### src/rtl/mem_port_arbiter.sv
// mem_port_arbiter: shares one synchronous single-port RAM between the
// instruction-fetch port (IF, read only) and the load/store port (LS).
// One transaction in flight at a time: IDLE -> ISSUE -> (WAIT | IDLE).
//
// Handshake: a requester raises *_req with its fields stable and holds them
// until *_gnt pulses; gnt coincides with the single mem_en cycle. A read
// completes with a one-cycle *_rvalid pulse; *_rdata holds until the next
// read for that requester completes. Requests are only sampled in IDLE.
//
// Build option: define MEM_ARB_RR_EN for round-robin arbitration on
// simultaneous requests (default build is fixed priority, LS over IF).
module mem_port_arbiter #(
  parameter int ADDR_W     = 32,
  parameter int DATA_W     = 32,
  parameter int RD_LATENCY = 1
) (
  input  logic              clk,
  input  logic              rst,
  input  logic              if_req,
  input  logic [ADDR_W-1:0] if_addr,
  output logic              if_gnt,
  output logic              if_rvalid,
  output logic [DATA_W-1:0] if_rdata,
  input  logic              ls_req,
  input  logic              ls_we,
  input  logic [ADDR_W-1:0] ls_addr,
  input  logic [DATA_W-1:0] ls_wdata,
  input  logic [1:0]        ls_size,
  output logic              ls_gnt,
  output logic              ls_rvalid,
  output logic [DATA_W-1:0] ls_rdata,
  output logic              mem_en,
  output logic              mem_we,
  output logic [ADDR_W-1:0] mem_addr,
  output logic [DATA_W-1:0] mem_wdata,
  output logic [1:0]        mem_size,
  input  logic [DATA_W-1:0] mem_rdata
);

  typedef enum logic [1:0] {
    IDLE  = 2'd0,
    ISSUE = 2'd1,
    WAIT  = 2'd2
  } state_t;

  localparam logic [2:0] LAT = 3'(RD_LATENCY);

  state_t     state;
  logic [2:0] lat_cnt;
  logic       owner_ls;   // 1 = LS owns the current transaction, 0 = IF
  logic       pick_ls;    // arbitration winner for this IDLE cycle

`ifdef MEM_ARB_RR_EN
  logic       last_ls;    // requester granted most recently

  // Round-robin: on a collision the requester not granted last wins.
  always_comb begin
    pick_ls = ls_req;
    if (ls_req && if_req) pick_ls = !last_ls;
  end
`else
  // Fixed priority: LS wins whenever it requests.
  always_comb begin
    pick_ls = ls_req;
  end
`endif

  // Arbiter FSM; every output is a register updated here.
  always_ff @(posedge clk or posedge rst) begin
    if (rst) begin
      state     <= IDLE;
      lat_cnt   <= '0;
      owner_ls  <= 1'b0;
`ifdef MEM_ARB_RR_EN
      last_ls   <= 1'b0;
`endif
      if_gnt    <= 1'b0;
      if_rvalid <= 1'b0;
      if_rdata  <= '0;
      ls_gnt    <= 1'b0;
      ls_rvalid <= 1'b0;
      ls_rdata  <= '0;
      mem_en    <= 1'b0;
      mem_we    <= 1'b0;
      mem_addr  <= '0;
      mem_wdata <= '0;
      mem_size  <= '0;
    end else begin
      // Pulses last exactly one cycle unless re-asserted below.
      if_gnt    <= 1'b0;
      ls_gnt    <= 1'b0;
      if_rvalid <= 1'b0;
      ls_rvalid <= 1'b0;
      mem_en    <= 1'b0;

      case (state)
        IDLE: begin
          if (if_req || ls_req) begin
            state    <= ISSUE;
            owner_ls <= pick_ls;
            mem_en   <= 1'b1;
`ifdef MEM_ARB_RR_EN
            last_ls  <= pick_ls;
`endif
            if (pick_ls) begin
              ls_gnt    <= 1'b1;
              mem_we    <= ls_we;
              mem_addr  <= ls_addr;
              mem_wdata <= ls_wdata;
              mem_size  <= ls_size;
            end else begin
              // IF is always a word read.
              if_gnt    <= 1'b1;
              mem_we    <= 1'b0;
              mem_addr  <= if_addr;
              mem_wdata <= '0;
              mem_size  <= 2'b10;
            end
          end
        end

        ISSUE: begin
          // A write is complete once strobed; a read waits out the RAM latency.
          mem_we <= 1'b0;
          if (mem_we) begin
            state <= IDLE;
          end else begin
            state   <= WAIT;
            lat_cnt <= LAT;
          end
        end

        WAIT: begin
          if (lat_cnt == 3'd1) begin
            state   <= IDLE;
            lat_cnt <= '0;
            if (owner_ls) begin
              ls_rdata  <= mem_rdata;
              ls_rvalid <= 1'b1;
            end else begin
              if_rdata  <= mem_rdata;
              if_rvalid <= 1'b1;
            end
          end else begin
            lat_cnt <= lat_cnt - 3'd1;
          end
        end

        default: state <= IDLE;
      endcase
    end
  end

endmodule
### config.mk
export PLATFORM = sky130hd
export DESIGN_NAME = mem_port_arbiter
export DESIGN_NICKNAME = d
export VERILOG_FILES = /design/src/rtl/mem_port_arbiter.sv
export SDC_FILE = /design/constraint.sdc
export NUM_CORES = 1
export LEC_CHECK = 0
export BUFFER_PORTS_ARGS = -buffer_cell sky130_fd_sc_hd__buf_2
export CORE_ASPECT_RATIO = 0.8
export CORE_MARGIN = 4
export CORE_UTILIZATION = 46
export DETAILED_ROUTE_END_ITERATION = 8
export GPL_ROUTABILITY_DRIVEN = 1
export PLACE_DENSITY = 0.79
export REMOVE_ABC_BUFFERS = 1
export SLEW_MARGIN = 25
export SYNTH_ARGS = -nofsm -noshare
export SYNTH_HDL_FRONTEND = slang
export SYNTH_SLANG_ARGS = --single-unit
export TNS_END_PERCENT = 10
### constraint.sdc
create_clock -name clk -period 5.63 [get_ports clk]
set_input_delay 0.2815 -clock clk [delete_from_list [all_inputs] [get_ports clk]]
set_output_delay 0.2815 -clock clk [all_outputs]
set_load 0.005 [all_outputs]
Yosys cells after proc, flatten, opt, wreduce, memory -nomap -nowiden
Index checks and enable logic that the tools add are counted.
Cells by class
  $add $sub $neg: 1
  multipliers: 0
  div/mod/pow operators: 0
  $lt $le $gt $ge: 0
  eq/ne operators: 6
  shift operators: 0
  mux-type cells: 27
  bitwise logic cells: 1
  reduce and logical (&&, ||, !) cells: 10
Operators by type and width (number)
  2-to-1 mux 32 bit: 2
  2-to-1 mux 1 bit: 16
  2-to-1 mux 2 bit: 4
  AND reduction 2 bit: 4
  2-to-1 mux 3 bit: 2
  inequality test 2 bit, second input constant: 3
  case mux 2 bit (3 select lines): 1
  case mux 3 bit (2 select lines): 1
  AND reduction 3 bit: 2
  nonzero test 2 bit: 2
  equality test 3 x 1 -> 1 bit, second input constant: 1
  subtractor 3 x 1 -> 3 bit, second input constant: 1
  equality test 2 x 1 -> 1 bit, second input constant: 1
  equality test 2 bit, second input constant: 1
  zero test 2 bit: 1
  case mux 1 bit (2 select lines): 1
  logical OR 1 bit: 1
  NOT 1 bit: 1
Word-level totals
  flip-flop bits (word level): 142
  bits in latches: 0
  memory bits (writable): 0
  bits in read-only memories: 0
  input port bits: 135
  output and inout port bits: 136
  memories: 0

Longest topological paths before layout
  depth in word-level cells: 3
  depth in mapped cells: 6
  mapped depth without buffers: 5

Worst setup path after synthesis
Ideal clock, no wire load.
  kind: register to register
  start: register lat_cnt[1]
  end: register if_rdata[0]
  library setup time: 0.125 ns
  arrival time: 1.515 ns
  data required time: 5.505 ns
  slack: 3.990 ns
  cell stages (with the launch flop): 7
  buffers on the path: 1
  clock period less this slack: 1.640 ns
  cells stage by stage: dfrtp_1 -> inv_1 -> ha_1 -> nand2b_1 -> nor3_4 -> buf_4 -> mux2_2
Between the ends
  longest elaborated chain between the ends: 2
RTL lines
  start, declared: RTL line 49  | logic [2:0] lat_cnt;
  start signal, assigned: RTL line 145  | lat_cnt <= lat_cnt - 3'd1;
  equality test 3 x 1 -> 1 bit: RTL line 134  | if (lat_cnt == 3'd1) begin
  AND reduction 3 bit (no source line)
  end signal, assigned: RTL line 141  | if_rdata <= mem_rdata;
  end, declared: RTL line 23  | output logic [DATA_W-1:0] if_rdata,
No other way between the ends.
A chain may end at the register's enable or synchronous reset.

Worst setup path after layout
  start: input ls_req
  end: register mem_addr[1]
Between the ends
  longest elaborated chain between the ends: 2
RTL lines
  start, declared: RTL line 24  | input logic ls_req,
  logical OR 1 bit: RTL line 98  | if (if_req || ls_req) begin
  AND reduction 2 bit (no source line)
  end signal, assigned: RTL line 108  | mem_addr <= ls_addr;
  end signal, assigned: RTL line 115  | mem_addr <= if_addr;
  end, declared: RTL line 34  | output logic [ADDR_W-1:0] mem_addr,
Parallel ways exist; a longest one is shown, timed or not.

==> impl_metrics.tcl <==
set metrics [dict create \
    nets 769 \
    grt_max_degree 93 \
    setup_ws_ps 3465 \
    cpMaxStageDelayCell "o21ai_4" \
    drc 0 \
    fin_worst_skew_ps 4.108 \
    syn2layout_area_growth_pct 36.41 \
    hold_viol_final 0 \
    whs_path_depth 2 \
    clockBufferDepth 2 \
    root_buffer "clkbuf_16" \
    syn_inst 361 \
    rr_worst_depth 4 \
    max_stage_delay_ps 800 \
    die_width_microns 132.4 \
    yosysTopAreaCellShare_pct 62.45 \
    grtUsageMet1_pct 21.33 \
    cts_tree "done" \
    routed_wl_microns 13500 \
    hold_path_class "in -> reg" \
    worst_skew_pair.late_latency_ps 410 \
    placed_area_sq_um 7119 \
    clock_sinks 142 \
    design_area_sq_um 7762 \
    antenna_found_initial 1 \
    cp_cell_sequence "buf_2, o21ai_4, inv_2, mux2_1" \
    rsz0062_at_grt "false" \
    cp.required_ps 5920 \
    start_kind "input port" \
    cp_max_fo 37 \
    io_pins 271 \
    fillers 903 \
    h-tree-depth 4 \
    use_met2_pct 33.98 \
    place_congestion 0.7672 \
    seq_area_frac_synth_pct 62.45 \
    finalSetupTns_ps 0 \
    yosysTopAreaCell "dfrtp_1" \
    gr-usage-met3_pct 5.981 \
    worst-r2r-setup-slack_ps 3480 \
    r2r-end "mem_addr[30]" \
    dieHeight_microns 107.5 \
    fmax_mhz 461.8 \
    grt_pass1_vias 4337 \
    drt_first_pass_iters 4 \
    std_cell_rows 36 \
    multi_input_area_sq_um 1971 \
    worstPathArrival_ps 2450 \
    slew_viol_final 0 \
    drv_cap 0 \
    irDropWorstVdd_uv 343.8 \
    setup_viol 0 \
    power.leakage_nw 3.946 \
    viasPerCell 5.005 \
    ys_ff_latch 142 \
    wl_per_cell_microns 16.94 \
    portBuffers 270 \
    slew_headroom_pct 41.96 \
    ant_nets 0 \
    hold_path_startpoint "ls_wdata[4]" \
    yosys_warnings 0 \
    r2r-start "state[1]" \
    grt.overflow.total 0 \
    drive_gt1_share_pct 67.24 \
    grtUsageTotal_pct 19.18 \
    cts_resized 0 \
    power_density_nw_per_um2 574.9 \
    ys_types 33 \
    final.min_clock_period_ps 2165 \
    worst-slew-pin-transition_ps 867.4 \
    avgSynthCellArea_sq_um 15.76 \
    crit_path_end_kind "register" \
    synthTopCellsByArea "dfrtp_1 62%, mux2_2 24%, a22o_1 5.1%" \
    place_hpwl_microns 10050 \
    grt.busiest_layer "met2" \
    min_to "mem_wdata[4]" \
    die-area_sq_um 14230 \
    cts_buffers 17 \
    seq_area_sq_um 3553 \
    grt_pass1_wl_microns 21400 \
    drt-initial-drc-count 94 \
    initial_core_util_pct 46.79 \
    core_sq_um 12160 \
    period_share_pct 38.46 \
    clkTransAtPathRegs_ps 60 \
    netlist_area_sq_um 5690 \
    critical_path_class "in -> reg" \
    vias 3989 \
    status "complete, no violations" \
    dp_slack_ps 3020 \
]
-- cells by family (layout without fill, tap and decap cells) --
family,count (synthesis),in the layout,share of synthesized area (%)
AOI/OAI and AO/OA,42,42,6.355
buffers and inverters,29,312,2.946
other,0,1,0
and+or+nand+nor,18,18,2.485
DFF,142,142,62.45
muxes,128,128,25.33
adders and majority gates,2,2,0.4397
-- layout make-up --
type,instances,share of cell area [%]
sequential,142,45.78
multi-input combinational,190,25.39
timing repair buffer,273,17.78
clock buffer,21,6.061
tap,152,2.450
clock inverter,10,2.063
inverter,8,0.4513
antenna,1,0.03224
-- cells in the final DEF, fill, tap and decap left out, types with 2 or more instances in the layout --
master and n:
clkinv_2 3, clkbuf_8 3, clkbuf_16 17, mux2_2 121, inv_1 6, mux2_1 7
ha_1 2, a22o_1 33, o21ai_0 2, inv_6 2, dfrtp_1 142, bufinv_16 4
nand2_1 5, buf_2 270
-- critical path, delay by kind of cell --
kind            cells  cell delay (ps)
compound gates      1              800
buf+inv             2              870
mux                 1              460
-- repair_timing --
item,4_1_cts,5_1_grt
hold endpoints to repair,50,0
setup buffers,0,0
hold buffers,1,0
endpoints found under the setup margin,0,0
-- synthesized netlist by cell type (all sizes together) --
cell type / n
or3b: 1
nor3: 1
o31ai: 1
a22o: 33
ha: 2
a21o: 1
clkbuf: 3
nor2: 2
o211ai: 1
and2b: 1
inv: 8
nand2: 5
a221oi: 1
nor4b: 1
o21ai: 3
nor3b: 1
nand3b: 1
buf: 18
nand4b: 1
a2bb2oi: 1
and2: 1
mux2: 128
a31oi: 1
nand2b: 2
nand3: 1
dfrtp: 142
-- through the flow --
step	hold slack, ps	total power, W	std cells	util, %
6_report	82.51	0.004463	797	63.83
2_1_floorplan	352.4	0.002569	340	-
3_5_place_dp	340.8	0.003323	764	58.54
3_3_place_gp	319.2	0.003244	764	58.50
4_1_cts	57.45	0.004524	796	63.81
5_1_grt	67.45	0.004740	797	63.83
-- report_power, final --
part,internal (W),switching [W]
Combinational,0.000846,0.000623
Clock,0.000774,0.000401
Sequential,0.00153,0.000289
Total,0.00315,0.00131
-- registers in the layout, summed over array words and instances, names as in the netlist --
name and cells:
ls_rdata 32, mem_size 2, ls_gnt 1, mem_we 1, mem_en 1, lat_cnt 3, mem_addr 32, if_gnt 1
if_rvalid 1, state 2, if_rdata 32, ls_rvalid 1, mem_wdata 32, owner_ls 1
-- metal layers --
layer / vias to the layer above / wire length, microns
li1: 1851 / -
met5: - / 0
met1: 1952 / 5251
met4: 0 / 357
met3: 26 / 841
met2: 160 / 7048
-- how the worst max path moves through the flow --
stage | end | slack (ps) | from
floorplan | if_gnt | 1540 | rst
global placement | mem_addr[5] | 3160 | ls_req
detailed placement | mem_addr[1] | 3020 | ls_req
CTS | mem_addr[1] | 3460 | ls_req
global route | mem_addr[1] | 3280 | ls_req
finish | mem_addr[1] | 3460 | ls_req
No activity file was read; power rests on OpenSTA's default activity.
